`src/rtl/mips_pkg.sv`:
```
// Shared constants for the multicycle MIPS control path: opcodes, ALU op codes,
// main-control states and datapath select encodings.
package mips_pkg;

    localparam logic [5:0] OP_RTYPE = 6'b000000;
    localparam logic [5:0] OP_LW    = 6'b100011;
    localparam logic [5:0] OP_SW    = 6'b101011;
    localparam logic [5:0] OP_BEQ   = 6'b000100;
    localparam logic [5:0] OP_BNE   = 6'b000101;
    localparam logic [5:0] OP_ADDI  = 6'b001000;
    localparam logic [5:0] OP_ANDI  = 6'b001100;
    localparam logic [5:0] OP_ORI   = 6'b001101;
    localparam logic [5:0] OP_SLTI  = 6'b001010;
    localparam logic [5:0] OP_J     = 6'b000010;

    // Must stay in step with the alu_control decoder.
    typedef enum logic [2:0] {
        AluAdd   = 3'b000,
        AluSub   = 3'b001,
        AluFunct = 3'b010,
        AluAnd   = 3'b011,
        AluOr    = 3'b100,
        AluSlt   = 3'b101
    } aluop_t;

    typedef enum logic [3:0] {
        StFetch   = 4'd0,
        StDecode  = 4'd1,
        StMemAdr  = 4'd2,
        StMemRd   = 4'd3,
        StMemWb   = 4'd4,
        StMemWr   = 4'd5,
        StRtypeEx = 4'd6,
        StAluWb   = 4'd7,
        StImmEx   = 4'd8,
        StImmWb   = 4'd9,
        StBranch  = 4'd10,
        StJump    = 4'd11
    } state_t;

    localparam logic [1:0] SRCB_REG   = 2'b00;
    localparam logic [1:0] SRCB_FOUR  = 2'b01;
    localparam logic [1:0] SRCB_IMM   = 2'b10;
    localparam logic [1:0] SRCB_BRIMM = 2'b11;

    localparam logic [1:0] PCSRC_ALU    = 2'b00;
    localparam logic [1:0] PCSRC_ALUOUT = 2'b01;
    localparam logic [1:0] PCSRC_JUMP   = 2'b10;

endpackage

```
`src/rtl/mips_main_control.sv`:
```
// Multicycle MIPS main control FSM: sequences fetch/decode/execute/memory/writeback
// from the opcode and drives all datapath enables and selects.
module mips_main_control
    import mips_pkg::*;
(
    input  logic       clk,
    input  logic       rst_n,
    input  logic [5:0] op,
    input  logic       mem_ready,
    output logic       pcwrite,
    output logic       branch,
    output logic       branch_ne,
    output logic       irwrite,
    output logic       memwrite,
    output logic       iord,
    output logic       regwrite,
    output logic       regdst,
    output logic       memtoreg,
    output logic       alusrca,
    output logic [1:0] alusrcb,
    output logic       imm_zext,
    output logic [1:0] pcsrc,
    output logic [2:0] aluop,
    output logic       illegal_op
);

    state_t state_q, state_d;
    aluop_t aluop_int;

    always_ff @(posedge clk or negedge rst_n) begin
        if (!rst_n) begin
            state_q <= StFetch;
        end else begin
            state_q <= state_d;
        end
    end

    always_comb begin
        state_d    = state_q;
        pcwrite    = 1'b0;
        branch     = 1'b0;
        branch_ne  = 1'b0;
        irwrite    = 1'b0;
        memwrite   = 1'b0;
        iord       = 1'b0;
        regwrite   = 1'b0;
        regdst     = 1'b0;
        memtoreg   = 1'b0;
        alusrca    = 1'b0;
        alusrcb    = SRCB_REG;
        imm_zext   = 1'b0;
        pcsrc      = PCSRC_ALU;
        aluop_int  = AluAdd;
        illegal_op = 1'b0;

        case (state_q)
            StFetch: begin
                alusrcb = SRCB_FOUR;
                irwrite = mem_ready;
                pcwrite = mem_ready;
                if (mem_ready) state_d = StDecode;
            end
            StDecode: begin
                alusrcb = SRCB_BRIMM;
                case (op)
                    OP_LW, OP_SW:                      state_d = StMemAdr;
                    OP_RTYPE:                          state_d = StRtypeEx;
                    OP_BEQ, OP_BNE:                    state_d = StBranch;
                    OP_ADDI, OP_ANDI, OP_ORI, OP_SLTI: state_d = StImmEx;
                    OP_J:                              state_d = StJump;
                    default: begin
                        state_d    = StFetch;
                        illegal_op = 1'b1;
                    end
                endcase
            end
            StMemAdr: begin
                alusrca = 1'b1;
                alusrcb = SRCB_IMM;
                state_d = (op == OP_SW) ? StMemWr : StMemRd;
            end
            StMemRd: begin
                iord = 1'b1;
                if (mem_ready) state_d = StMemWb;
            end
            StMemWb: begin
                memtoreg = 1'b1;
                regwrite = 1'b1;
                state_d  = StFetch;
            end
            StMemWr: begin
                iord     = 1'b1;
                memwrite = 1'b1;
                if (mem_ready) state_d = StFetch;
            end
            StRtypeEx: begin
                alusrca   = 1'b1;
                alusrcb   = SRCB_REG;
                aluop_int = AluFunct;
                state_d   = StAluWb;
            end
            StAluWb: begin
                regdst   = 1'b1;
                regwrite = 1'b1;
                state_d  = StFetch;
            end
            StImmEx: begin
                alusrca = 1'b1;
                alusrcb = SRCB_IMM;
                case (op)
                    OP_ANDI: begin
                        aluop_int = AluAnd;
                        imm_zext  = 1'b1;
                    end
                    OP_ORI: begin
                        aluop_int = AluOr;
                        imm_zext  = 1'b1;
                    end
                    OP_SLTI: aluop_int = AluSlt;
                    default: aluop_int = AluAdd;
                endcase
                state_d = StImmWb;
            end
            StImmWb: begin
                regwrite = 1'b1;
                state_d  = StFetch;
            end
            StBranch: begin
                alusrca   = 1'b1;
                alusrcb   = SRCB_REG;
                aluop_int = AluSub;
                pcsrc     = PCSRC_ALUOUT;
                branch    = (op == OP_BEQ);
                branch_ne = (op == OP_BNE);
                state_d   = StFetch;
            end
            StJump: begin
                pcsrc   = PCSRC_JUMP;
                pcwrite = 1'b1;
                state_d = StFetch;
            end
            default: state_d = StFetch;  // unused encoding: recover with all enables low
        endcase

        // Reset must suppress the FETCH enables, which otherwise follow mem_ready.
        if (!rst_n) begin
            pcwrite   = 1'b0;
            branch    = 1'b0;
            branch_ne = 1'b0;
            irwrite   = 1'b0;
            memwrite  = 1'b0;
            regwrite  = 1'b0;
        end
    end

    assign aluop = aluop_int;

endmodule

```
`config.mk`:
```
export PLATFORM = sky130hd
export DESIGN_NAME = mips_main_control
export DESIGN_NICKNAME = d
export VERILOG_FILES = /design/src/rtl/mips_pkg.sv /design/src/rtl/mips_main_control.sv
export SDC_FILE = /design/constraint.sdc
export NUM_CORES = 1
export LEC_CHECK = 0
export CORE_UTILIZATION = 44
export DETAILED_ROUTE_END_ITERATION = 12
export GPL_ROUTABILITY_DRIVEN = 0
export PLACE_DENSITY = 0.9
export SYNTH_ARGS = -nofsm -noshare
export SYNTH_HDL_FRONTEND = slang
export SYNTH_SLANG_ARGS = --single-unit
```
`constraint.sdc`:
```
create_clock -name clk -period 4.2 [get_ports clk]
set_input_delay 0.84 -clock clk [delete_from_list [all_inputs] [get_ports clk]]
set_output_delay 0.84 -clock clk [all_outputs]
set_load 0.01 [all_outputs]
```
==> run_results.csv, run 1 <==
group,metric,value,unit
worst_setup_path,path_cells,"clkdlybuf4s50_1 > or4_1 > a211oi_1 > a211oi_1 > clkdlybuf4s50_1",
worst_setup_path,critPathTopFamily,"buffers and inverters",
finish,drive_gt1_frac,0.05172,
routing,firstDrtPassIters,4,
grt,overflow,0,
cts,root_buffer,"clkbuf_4",
cts,htreeDepth,1,
yosys,synth_cell_type_count,30,
finish,syn_to_final_growth,42.09,%
grt,grt_first_pass_wirelength,2539,um
worst_hold_path,worstHoldPathType,"reg -> reg",
routing,via_per_inst,5.908,
routing,drt-total-wl,1711,um
cts,clkSinkCount,4,
routing,wl_per_cell,13.06,um
cts,cts.path.max_buffers,2,
routing,drt_iter0_drc,34,
cts,numCtsBuffers,3,
run,max_cap_violations,0,
worst_hold_path,min_to,"state_q[2]$_DFFE_PN0P_",
cts,cts_resized,0,
grt,grt_pass1_vias,542,
timing,finalCritPeriodShare,0.8738,
yosys,synth_enable_flop_cells,0,
worst_setup_path,cp-start-kind,"primary input",
finish,top_register,"state_q",
yosys,mappedNetlistNets,104,
worst_hold_path,hold_start,"state_q[3]$_DFFE_PN0P_",
placed_design,postPlaceCellArea,877.1,sq um
yosys,synthArstFlopShare,1.000,
worst_hold_path,hold_depth,1,
die,fp.dieArea,0.001594,sq mm
power,leakage,0.3034,nW
finish,regArea,100.1,sq um
worst_setup_path,rr_endpoint,"state_q[0]$_DFFE_PN0P_",
finish,final_cell_mix,"clkdlybuf4s50_1 (27), nor2_1 (16), nor3_1 (8)",
die,core-area,0.001318,sq mm
yosys,yosys_warnings,0,
die,initial_core_util,0.4805,
worst_setup_path,rr_worst_depth,4,
finish,top_regs,"state_q: 4 flops",
worst_setup_path,arrival,2.83,ns
worst_setup_path,crit_type,"in -> out",
finish,diodes,0,
timing,setup_tns,0,ns
yosys,synth_area,633.1,sq um
routing,vias,774,
yosys,synth_flop_cell,"dfrtp_1",
grt,grt_max_degree,20,
status,status,"finished, final reports clean",
power,powerDensity,508.7,mW/mm^2
timing,final_max_slew_viol_count,0,
yosys,syn_inst,95,
timing,max_freq,272.5,MHz
routing,drc,0,
worst_setup_path,crit_buf_inv,2,
cts,hold_buffers,0,
placed_design,hpwl,1291,um
timing,setup_violations,0,
grt,grt_usage,0.2396,
placed_design,port_buffers,27,
finish,utilization,0.6828,
timing,post-route-min-period,3.670,ns
yosys,syn_area_per_cell,6.664,sq um
finish,largest_reg_flops,4,
finish,multiInputGateArea,473.0,sq um
timing,worst_pin_slew,0.6253,ns
yosys,ys_seq_area_frac,0.1581,
die,rows,13,
finish,fin_area,899.6,sq um
die,die_x,39.93,um
die,pin_count,28,
finish,fillers,127,
routing,ant_nets,0,
timing,relSlewSlack,0.5831,
cts,clkLatencyLatePin,0.24,ns
cts,post-cts-setup-buffer-count,0,
worst_setup_path,slowest_delay,0.61,ns
die,die_h,39.93,um
worst_setup_path,end_kind,"output pin",
cts,clk_pin_slew,0.04,ns
finish,layout_commonest_cell,"clkdlybuf4s50_1",
worst_setup_path,crit_slowest_cell,"clkdlybuf4s50_1",
finish,nNetsFinal,127,
yosys,yosys_register_bits,4,
worst_setup_path,r2r_slack,2.26,ns
grt,antenna_found_initial,0,
worst_setup_path,critPathRequiredTime,3.36,ns
cts,cts_tree,"yes",
worst_setup_path,critPathMaxFanout,11,
power,peakVddDrop,0.3778,mV
timing,rsz0062_at_grt,"false",
worst_setup_path,r2r-start,"state_q[1]$_DFFE_PN0P_",
timing,finalHoldViolCount,0,
timing,finClkSkew,0.009778,ns
[metrics by stage]
| step | power (W) | std cells | hold slack (ns) | setup slack (ns) |
|---|---|---|---|---|
| 6_report | 0.0004577 | 131 | 0.7201 | 0.5298 |
| 5_1_grt | 0.0004965 | 131 | 0.7467 | 0.4750 |
| 4_1_cts | 0.0004585 | 131 | 0.7084 | 0.5346 |
| 3_5_place_dp | 0.0004077 | 128 | 0.7036 | 0.5346 |
| 3_3_place_gp | 0.0003995 | 128 | 0.6980 | 0.5892 |
| 2_1_floorplan | 0.0002980 | 95 | 0.5444 | 1.518 |
[report_power, final]
part           switching (W)  leakage, nW  internal [W]
Clock              0.0000167       0.0138     0.0000320
Sequential         0.0000705       0.0515     0.0000533
Combinational       0.000127        0.238      0.000158
Total               0.000214        0.303      0.000244
[how the worst max path moves through the flow]
| stage | startpoint | end | slack (ns) | depth (start not counted) |
|---|---|---|---|---|
| 4_1_cts | op[0] | illegal_op | 0.53 | 5 |
| 5_1_grt | op[1] | illegal_op | 0.47 | 5 |
| 2_1_floorplan | op[0] | illegal_op | 1.52 | 4 |
| 3_5_place_dp | op[0] | illegal_op | 0.53 | 5 |
| 6_report | op[0] | illegal_op | 0.53 | 5 |
| 3_3_place_gp | op[0] | illegal_op | 0.59 | 5 |
[cells in the mapped netlist, types with 3 or more instances]
| cell | count | share of area |
|---|---|---|
| nor2_1 | 16 | 0.095 |
| nor3_1 | 8 | 0.063 |
| a211oi_1 | 5 | 0.059 |
| clkbuf_1 | 5 | 0.030 |
| nand2_1 | 5 | 0.030 |
| nand2b_1 | 5 | 0.049 |
| dfrtp_1 | 4 | 0.16 |
| inv_1 | 4 | 0.024 |
| o21ai_0 | 4 | 0.032 |
| a21oi_1 | 3 | 0.024 |
| a31oi_1 | 3 | 0.030 |
| buf_2 | 3 | 0.024 |
| nand3_1 | 3 | 0.024 |
| nand4_1 | 3 | 0.030 |
| xnor2_1 | 3 | 0.042 |
[per-layer routing]
metal,share of wire,vias to the layer above,GRT usage
li1,-,392,-
met1,0.45,349,0.3243
met2,0.49,31,0.3750
met3,0.056,2,0.03333
met4,0.0064,0,0.1034
met5,0,-,0
[final cells by class]
class / count / area share
multi-input cells: 78 / 0.5257
repair buffers: 27 / 0.3004
flip-flops and latches: 4 / 0.1113
clock buffers: 3 / 0.02503
well taps: 15 / 0.02086
inverters: 4 / 0.01669
[logic make-up after synthesis]
group                  share of synthesized area
buffers and inverters                    0.09485
multiplexers                             0.01581
XOR/XNOR                                 0.04151
AO/OA/AOI/OAI                             0.2273
AND/OR/NAND/NOR                           0.4624
flip-flops                                0.1581
Note: power is estimated with default switching activity, not from simulation.
==> run 2, diff against run 1 <==
CTS_CLUSTER_SIZE = 40   (was default)
==> results of run 2 <==
The final DEF is identical to that of run 1; final timing and power are the same.
